[src/rtl/tdm_demux_1to2_if.sv]
// Tagged-beat input and demultiplexed channel outputs of tdm_demux_1to2.
// master = stream source / channel consumer, slave = the demultiplexer.
interface tdm_demux_1to2_if #(
    parameter int WIDTH     = 8,
    parameter int ERR_CNT_W = 8
);
    logic [WIDTH-1:0]     din;
    logic                 din_valid;
    logic                 s0;
    logic                 err_clr;
    logic [WIDTH-1:0]     y0;
    logic [WIDTH-1:0]     y1;
    logic                 y0_valid;
    logic                 y1_valid;
    logic                 pair_valid;
    logic                 locked;
    logic                 seq_err;
    logic [ERR_CNT_W-1:0] err_cnt;

    modport master (
        output din, din_valid, s0, err_clr,
        input  y0, y1, y0_valid, y1_valid, pair_valid, locked, seq_err, err_cnt
    );

    modport slave (
        input  din, din_valid, s0, err_clr,
        output y0, y1, y0_valid, y1_valid, pair_valid, locked, seq_err, err_cnt
    );
endinterface

[src/rtl/tdm_demux_1to2.sv]
// Two-channel TDM demultiplexer: routes tagged beats to registered channel
// outputs, tracks ch0->ch1 pair alignment and counts sequence errors.
module tdm_demux_1to2 #(
    parameter int WIDTH     = 8,
    parameter int ERR_CNT_W = 8
) (
    input  logic             clk,
    input  logic             rst,
    tdm_demux_1to2_if.slave  bus
);
    typedef enum logic [1:0] {HUNT, GOT0, GOT1} state_t;

    state_t               r_state;
    logic [WIDTH-1:0]     r_y0;
    logic [WIDTH-1:0]     r_y1;
    logic                 r_y0_valid;
    logic                 r_y1_valid;
    logic                 r_pair_valid;
    logic                 r_locked;
    logic                 r_seq_err;
    logic [ERR_CNT_W-1:0] r_err_cnt;
    logic                 w_seq_err;

    function automatic logic [ERR_CNT_W-1:0] sat_inc(input logic [ERR_CNT_W-1:0] v);
        return (&v) ? v : v + 1'b1;
    endfunction

    // A repeated tag breaks alternation; it only counts once lock was achieved.
    always_comb begin
        w_seq_err = bus.din_valid && r_locked &&
                    (((r_state == GOT0) && !bus.s0) || ((r_state == GOT1) && bus.s0));
    end

    always_ff @(posedge clk) begin
        if (rst) begin
            r_state      <= HUNT;
            r_y0         <= '0;
            r_y1         <= '0;
            r_y0_valid   <= 1'b0;
            r_y1_valid   <= 1'b0;
            r_pair_valid <= 1'b0;
            r_locked     <= 1'b0;
            r_seq_err    <= 1'b0;
            r_err_cnt    <= '0;
        end else begin
            r_y0_valid   <= 1'b0;
            r_y1_valid   <= 1'b0;
            r_pair_valid <= 1'b0;
            r_seq_err    <= w_seq_err;
            if (bus.din_valid) begin
                if (bus.s0) begin
                    r_y1       <= bus.din;
                    r_y1_valid <= 1'b1;
                end else begin
                    r_y0       <= bus.din;
                    r_y0_valid <= 1'b1;
                end
                case (r_state)
                    HUNT: if (!bus.s0) r_state <= GOT0;
                    GOT0: begin
                        if (bus.s0) begin
                            r_pair_valid <= 1'b1;
                            r_locked     <= 1'b1;
                            r_state      <= GOT1;
                        end else if (w_seq_err) begin
                            r_locked <= 1'b0;
                        end
                    end
                    GOT1: begin
                        if (bus.s0) begin
                            r_state <= HUNT;
                            if (w_seq_err) r_locked <= 1'b0;
                        end else begin
                            r_state <= GOT0;
                        end
                    end
                    default: r_state <= HUNT;
                endcase
            end
            // Clear wins over the old count but a coincident error still counts.
            if (bus.err_clr)
                r_err_cnt <= ERR_CNT_W'(w_seq_err);
            else if (w_seq_err)
                r_err_cnt <= sat_inc(r_err_cnt);
        end
    end

    assign bus.y0         = r_y0;
    assign bus.y1         = r_y1;
    assign bus.y0_valid   = r_y0_valid;
    assign bus.y1_valid   = r_y1_valid;
    assign bus.pair_valid = r_pair_valid;
    assign bus.locked     = r_locked;
    assign bus.seq_err    = r_seq_err;
    assign bus.err_cnt    = r_err_cnt;
endmodule

[src/flat_wrapper.sv]
// flat-port wrapper written by rule: the top's interface ports become plain ports
module tdm_demux_1to2_flat 
#(
    parameter int WIDTH     = 8,
    parameter int ERR_CNT_W = 8
)
  (clk, rst, bus_din, bus_din_valid, bus_s0, bus_err_clr, bus_y0, bus_y1, bus_y0_valid, bus_y1_valid, bus_pair_valid, bus_locked, bus_seq_err, bus_err_cnt);
  tdm_demux_1to2_if #(.WIDTH(WIDTH), .ERR_CNT_W(ERR_CNT_W)) bus_i ();
  input  logic clk;
  input  logic rst;
  input wire logic [$bits(bus_i.din)-1:0] bus_din;
  input wire logic [$bits(bus_i.din_valid)-1:0] bus_din_valid;
  input wire logic [$bits(bus_i.s0)-1:0] bus_s0;
  input wire logic [$bits(bus_i.err_clr)-1:0] bus_err_clr;
  output wire logic [$bits(bus_i.y0)-1:0] bus_y0;
  output wire logic [$bits(bus_i.y1)-1:0] bus_y1;
  output wire logic [$bits(bus_i.y0_valid)-1:0] bus_y0_valid;
  output wire logic [$bits(bus_i.y1_valid)-1:0] bus_y1_valid;
  output wire logic [$bits(bus_i.pair_valid)-1:0] bus_pair_valid;
  output wire logic [$bits(bus_i.locked)-1:0] bus_locked;
  output wire logic [$bits(bus_i.seq_err)-1:0] bus_seq_err;
  output wire logic [$bits(bus_i.err_cnt)-1:0] bus_err_cnt;
  assign bus_i.din = bus_din;
  assign bus_i.din_valid = bus_din_valid;
  assign bus_i.s0 = bus_s0;
  assign bus_i.err_clr = bus_err_clr;
  assign bus_y0 = bus_i.y0;
  assign bus_y1 = bus_i.y1;
  assign bus_y0_valid = bus_i.y0_valid;
  assign bus_y1_valid = bus_i.y1_valid;
  assign bus_pair_valid = bus_i.pair_valid;
  assign bus_locked = bus_i.locked;
  assign bus_seq_err = bus_i.seq_err;
  assign bus_err_cnt = bus_i.err_cnt;
  tdm_demux_1to2 #(.WIDTH(WIDTH), .ERR_CNT_W(ERR_CNT_W)) u_core (.clk(clk), .rst(rst), .bus(bus_i));
endmodule
[config.mk]
export PLATFORM = sky130hd
export DESIGN_NAME = tdm_demux_1to2_flat
export DESIGN_NICKNAME = d
export VERILOG_FILES = /design/src/rtl/tdm_demux_1to2_if.sv /design/src/rtl/tdm_demux_1to2.sv /design/src/flat_wrapper.sv
export SDC_FILE = /design/constraint.sdc
export NUM_CORES = 1
export LEC_CHECK = 0
export CORE_MARGIN = 1
export CORE_UTILIZATION = 48
export CTS_CLUSTER_SIZE = 8
export DETAILED_ROUTE_END_ITERATION = 6
export PLACE_DENSITY = 0.83
export SLEW_MARGIN = 20
export SYNTH_ARGS = -nofsm -noshare
export SYNTH_HDL_FRONTEND = slang
export SYNTH_SLANG_ARGS = --single-unit
[constraint.sdc]
create_clock -name clk -period 3 [get_ports clk]
set_input_delay 0.3 -clock clk [delete_from_list [all_inputs] [get_ports clk]]
set_output_delay 0.3 -clock clk [all_outputs]
set_load 0.02 [all_outputs]
==> tab_implementation.tex <==
\begin{tabular}{lr}
\hline
Metric & Value \\
\hline
\multicolumn{2}{l}{\textbf{Timing}} \\
\quad Final worst clock skew & 10.39 ps \\
\quad Final Hold Viols & 0 \\
\quad Worst slew pin tran & 534.1 ps \\
\quad Period minus WS final & 1810 ps \\
\quad Final-report max-slew violation count & 0 \\
\quad Fin worst setup slack & 1190 ps \\
\quad Setup repair after global routing missed its margin & false \\
\quad Aggregate negative setup slack & 0 ps \\
\quad Achievable frequency & 552.4 MHz \\
\quad Slew headroom & 0.6432 \\
\quad Setup violation total in the final timing report & 0 \\
\quad Smallest hold slack & 460.8 ps \\
\quad Final clock period utilization by the worst path & 0.6034 \\
\multicolumn{2}{l}{\textbf{Finish}} \\
\quad Post-route cell area & 0.001795 mm\^{}2 \\
\quad Area added between synthesis and finish & 39.73\% \\
\quad Antenna cells & 0 \\
\quad Fill cell count & 196 \\
\quad Final net count & 210 \\
\quad Most common cell after layout, fill and taps aside & sky130\_fd\_sc\_hd\_\_clkdlybuf4s50\_1 \\
\quad Top library cells by usage in the layout, fill and taps aside & 41 x sky130\_fd\_sc\_hd\_\_clkdlybuf4s50\_1, 40 x sky130\_fd\_sc\_hd\_\_nand2\_1, 31 x sky130\_fd\_sc\_hd\_\_dfxtp\_1, 24 x sky130\_fd\_sc\_hd\_\_a21oi\_1, 7 x sky130\_fd\_sc\_hd\_\_nor2\_1 \\
\quad Area of the multi-input gates & 625.6 um\^{}2 \\
\quad Fraction of final layout cells sized beyond drive strength 1 & 0.06599 \\
\quad Non-filler instance count after layout & 227 \\
\quad Sequential standard cell area & 620.6 um\^{}2 \\
\multicolumn{2}{l}{\textbf{CTS}} \\
\quad Largest buffer count on any clock path & 2 \\
\quad Clock-pin slew reported for the worst setup and hold paths after clock tree synthesis & 100 ps \\
\quad Number of sinks handled by clock tree synthesis & 31 \\
\quad Hold\_buf cts & 0 \\
\quad CTS buffer count & 5 \\
\quad Worst skew pair latency & 330 ps \\
\quad Number of H-tree levels & 2 \\
\quad Count of instances resized after the clock tree is built & 0 \\
\quad CTS tree & yes \\
\quad Root buffer cell & sky130\_fd\_sc\_hd\_\_clkbuf\_4 \\
\quad Number of buffers added for setup after CTS & 0 \\
\multicolumn{2}{l}{\textbf{Worst setup path}} \\
\quad Worst Setup Path Type & input pin to register \\
\quad Endpoint type of the worst setup path & register \\
\quad Biggest fanout along the worst timing path & 8 \\
\quad Req. time, crit path & 3270 ps \\
\quad Largest stage delay on the critical path & 520 ps \\
\quad Ordered cell list for the critical path & clkdlybuf4s50\_1 -> or3b\_4 -> a2111oi\_4 -> a31oi\_1 -> a211oi\_2 \\
\quad Arr. time, crit path & 2080 ps \\
\quad Top delay family on crit path & compound AO/OA/AOI/OAI gates \\
\quad FF-to-FF path depth & 4 \\
\quad Worst path bufs/invs & 1 \\
\quad Standard cell with the maximum stage delay on the critical path & sky130\_fd\_sc\_hd\_\_clkdlybuf4s50\_1 \\
\quad Stages on the worst setup path & 5 \\
\quad Type of origin of the critical path & input pin \\
\multicolumn{2}{l}{\textbf{Die}} \\
\quad Die boundary height & 53.74 um \\
\quad Standard-cell rows & 18 \\
\quad Horizontal extent of the die & 53.74 um \\
\quad Initial Utilization & 0.5140 \\
\quad Total die area & 0.002888 mm\^{}2 \\
\quad Count of boundary I/O pins & 42 \\
\quad Placeable core area & 0.002500 mm\^{}2 \\
\multicolumn{2}{l}{\textbf{Min path}} \\
\quad Hold depth & 2 \\
\quad Class of the tightest hold or removal check & register to register \\
\multicolumn{2}{l}{\textbf{Pwr}} \\
\quad P per Cell Area & 483.4 mW/mm\^{}2 \\
\quad Maximum vdd ir drop & 357.5 uV \\
\quad Pleak & 0.6249 nW \\
\quad Combinational power share & 0.111 \\
\quad Sw Pwr & 0.2012 mW \\
\quad Sequential cell fraction of total power & 0.497 \\
\quad Switching portion of total power & 0.2319 \\
\quad Clock power share & 0.392 \\
\quad Internal Power & 0.6666 mW \\
\multicolumn{2}{l}{\textbf{Global routing}} \\
\quad Antenna violations before repair & 0 \\
\quad Remaining global-route overflow & 0 \\
\quad First-pass GRT wire length & 4554 um \\
\quad Pin count of the biggest net entering global routing & 29 \\
\quad Vias in the first global route & 1012 \\
\quad All-layer global routing usage & 0.2249 \\
\multicolumn{2}{l}{\textbf{Synthesis}} \\
\quad Fraction of registers with async set or reset after synthesis & 0 \\
\quad FF+latch count, synth & 31 \\
\quad Synthesis Warnings & 0 \\
\quad Synthesized area divided by synthesized cell count & 8.290 um\^{}2 \\
\quad Cell area after synthesis & 0.001285 mm\^{}2 \\
\quad Post-Synthesis Net Count & 169 \\
\quad Cells after synthesis & 155 \\
\quad Netlist cell types & 34 \\
\quad Count of flip-flops with a built-in enable after synthesis & 0 \\
\quad Sequential cell area fraction in the yosys report & 0.4830 \\
\quad Top FF cell, synth & sky130\_fd\_sc\_hd\_\_dfxtp\_1 \\
\multicolumn{2}{l}{\textbf{Place}} \\
\quad Setup Slack @ Placement & 840.9 ps \\
\quad Count of buffers from port buffering & 41 \\
\quad Instance area after placement & 0.001709 mm\^{}2 \\
\quad Half-perimeter wire length after detailed placement & 2173 um \\
\quad Routability congestion estimate & 0.7253 \\
\quad Instance count after placement with tap cells included & 219 \\
\multicolumn{2}{l}{\textbf{Route}} \\
\quad Total routed wirelength & 3021 um \\
\quad Vias per inst & 5.392 \\
\quad DRC violation count after routing & 0 \\
\quad Number of nets still failing antenna checks after routing & 0 \\
\quad Vias & 1224 \\
\quad Drt pass-1 iters & 4 \\
\quad Drt wl/cell & 13.31 um \\
\quad Number of DRC violations after detailed-routing iteration 0 & 15 \\
\multicolumn{2}{l}{\textbf{Run status}} \\
\quad Run status & finished, final reports clean \\
\multicolumn{2}{l}{\textbf{Job}} \\
\quad Number of violations of the max-capacitance limit & 0 \\
\hline
\end{tabular}
==> routing by layer <==
metal  GRT usage  routed length [um]  up-vias
li1            -                   -      618
met2      0.3704                1424       44
met3     0.07910                 203        5
met5           0                   0        -
met1      0.2682                1363      557
met4     0.07895                  29        0
==> Yosys cell counts, types with 3 or more instances <==
| master | number | area, um^2 |
|---|---|---|
| sky130_fd_sc_hd__a21oi_1 | 24 | 120.1 |
| sky130_fd_sc_hd__clkbuf_1 | 5 | 18.77 |
| sky130_fd_sc_hd__nand2_1 | 40 | 150.1 |
| sky130_fd_sc_hd__nor2_1 | 7 | 26.28 |
| sky130_fd_sc_hd__nand4b_1 | 3 | 26.28 |
| sky130_fd_sc_hd__nor3_1 | 4 | 20.02 |
| sky130_fd_sc_hd__dfxtp_1 | 31 | 620.6 |
| sky130_fd_sc_hd__nand3_1 | 4 | 20.02 |
==> stage by stage <==
stage,utilization,power (mW)
2_1_floorplan,-,0.4898
3_3_place_gp,0.6837,0.5342
3_5_place_dp,0.6837,0.5374
4_1_cts,0.7182,0.8730
5_1_grt,0.7182,0.9002
6_report,0.7182,0.8679
==> power by group through the flow <==
stage | clock (mW) | combinational [mW] | sequential [mW]
2_1_floorplan | 0 | 0.0353 | 0.454
3_3_place_gp | 0 | 0.0940 | 0.440
3_5_place_dp | 0 | 0.0964 | 0.441
4_1_cts | 0.344 | 0.0971 | 0.431
5_1_grt | 0.362 | 0.105 | 0.433
6_report | 0.340 | 0.0967 | 0.431
==> path summary, 6_finish.rpt <==
path	from	to	slack, ps
min	u_core.bus.y0[2]$_SDFFE_PP0P_	u_core.bus.y0[2]$_SDFFE_PP0P_	460
min reg2reg	u_core.bus.y0[2]$_SDFFE_PP0P_	u_core.bus.y0[2]$_SDFFE_PP0P_	460
max	bus_s0	u_core.bus.err_cnt[7]$_SDFFE_PP0P_	1190
max reg2reg	u_core.r_state[0]$_SDFFE_PP0P_	u_core.bus.err_cnt[7]$_SDFFE_PP0P_	1260
==> flip-flops by register name, indices dropped and copies added (netlist names) <==
register / cells
u_core.bus.locked: 1
u_core.bus.y0_valid: 1
u_core.bus.pair_valid: 1
u_core.bus.y1: 8
u_core.bus.y1_valid: 1
u_core.bus.y0: 8
u_core.bus.seq_err: 1
u_core.r_state: 2
u_core.bus.err_cnt: 8
==> cell families (layout without fill, tap and decap cells) <==
| family | count (synthesis) | count (layout) | share of synthesized area |
|---|---|---|---|
| AND/OR/NAND/NOR | 76 | 76 | 0.2902 |
| AO/OA/AOI/OAI | 35 | 35 | 0.1714 |
| flip-flops | 31 | 31 | 0.4830 |
| buffers and inverters | 10 | 52 | 0.03019 |
| multiplexers | 2 | 2 | 0.01558 |
| adder cells (fa/ha/maj) | 1 | 1 | 0.009736 |
==> worst reg2reg max path: cells and delay by family, from the launching register on <==
kind,cells,cell delay [ps]
AOI/OAI and AO/OA,3,800
and+or+nand+nor,1,440
DFF,1,440
==> final cells by class <==
cell class	instances	share of cell area
Inverter	2	0.004181
Multi-Input combinational cell	114	0.3484
Sequential cell	31	0.3456
Timing Repair Buffer	42	0.2328
Clock inverter	2	0.01951
Clock buffer	6	0.02857
Tap cell	30	0.02091
(Power assumes the default switching activity.)
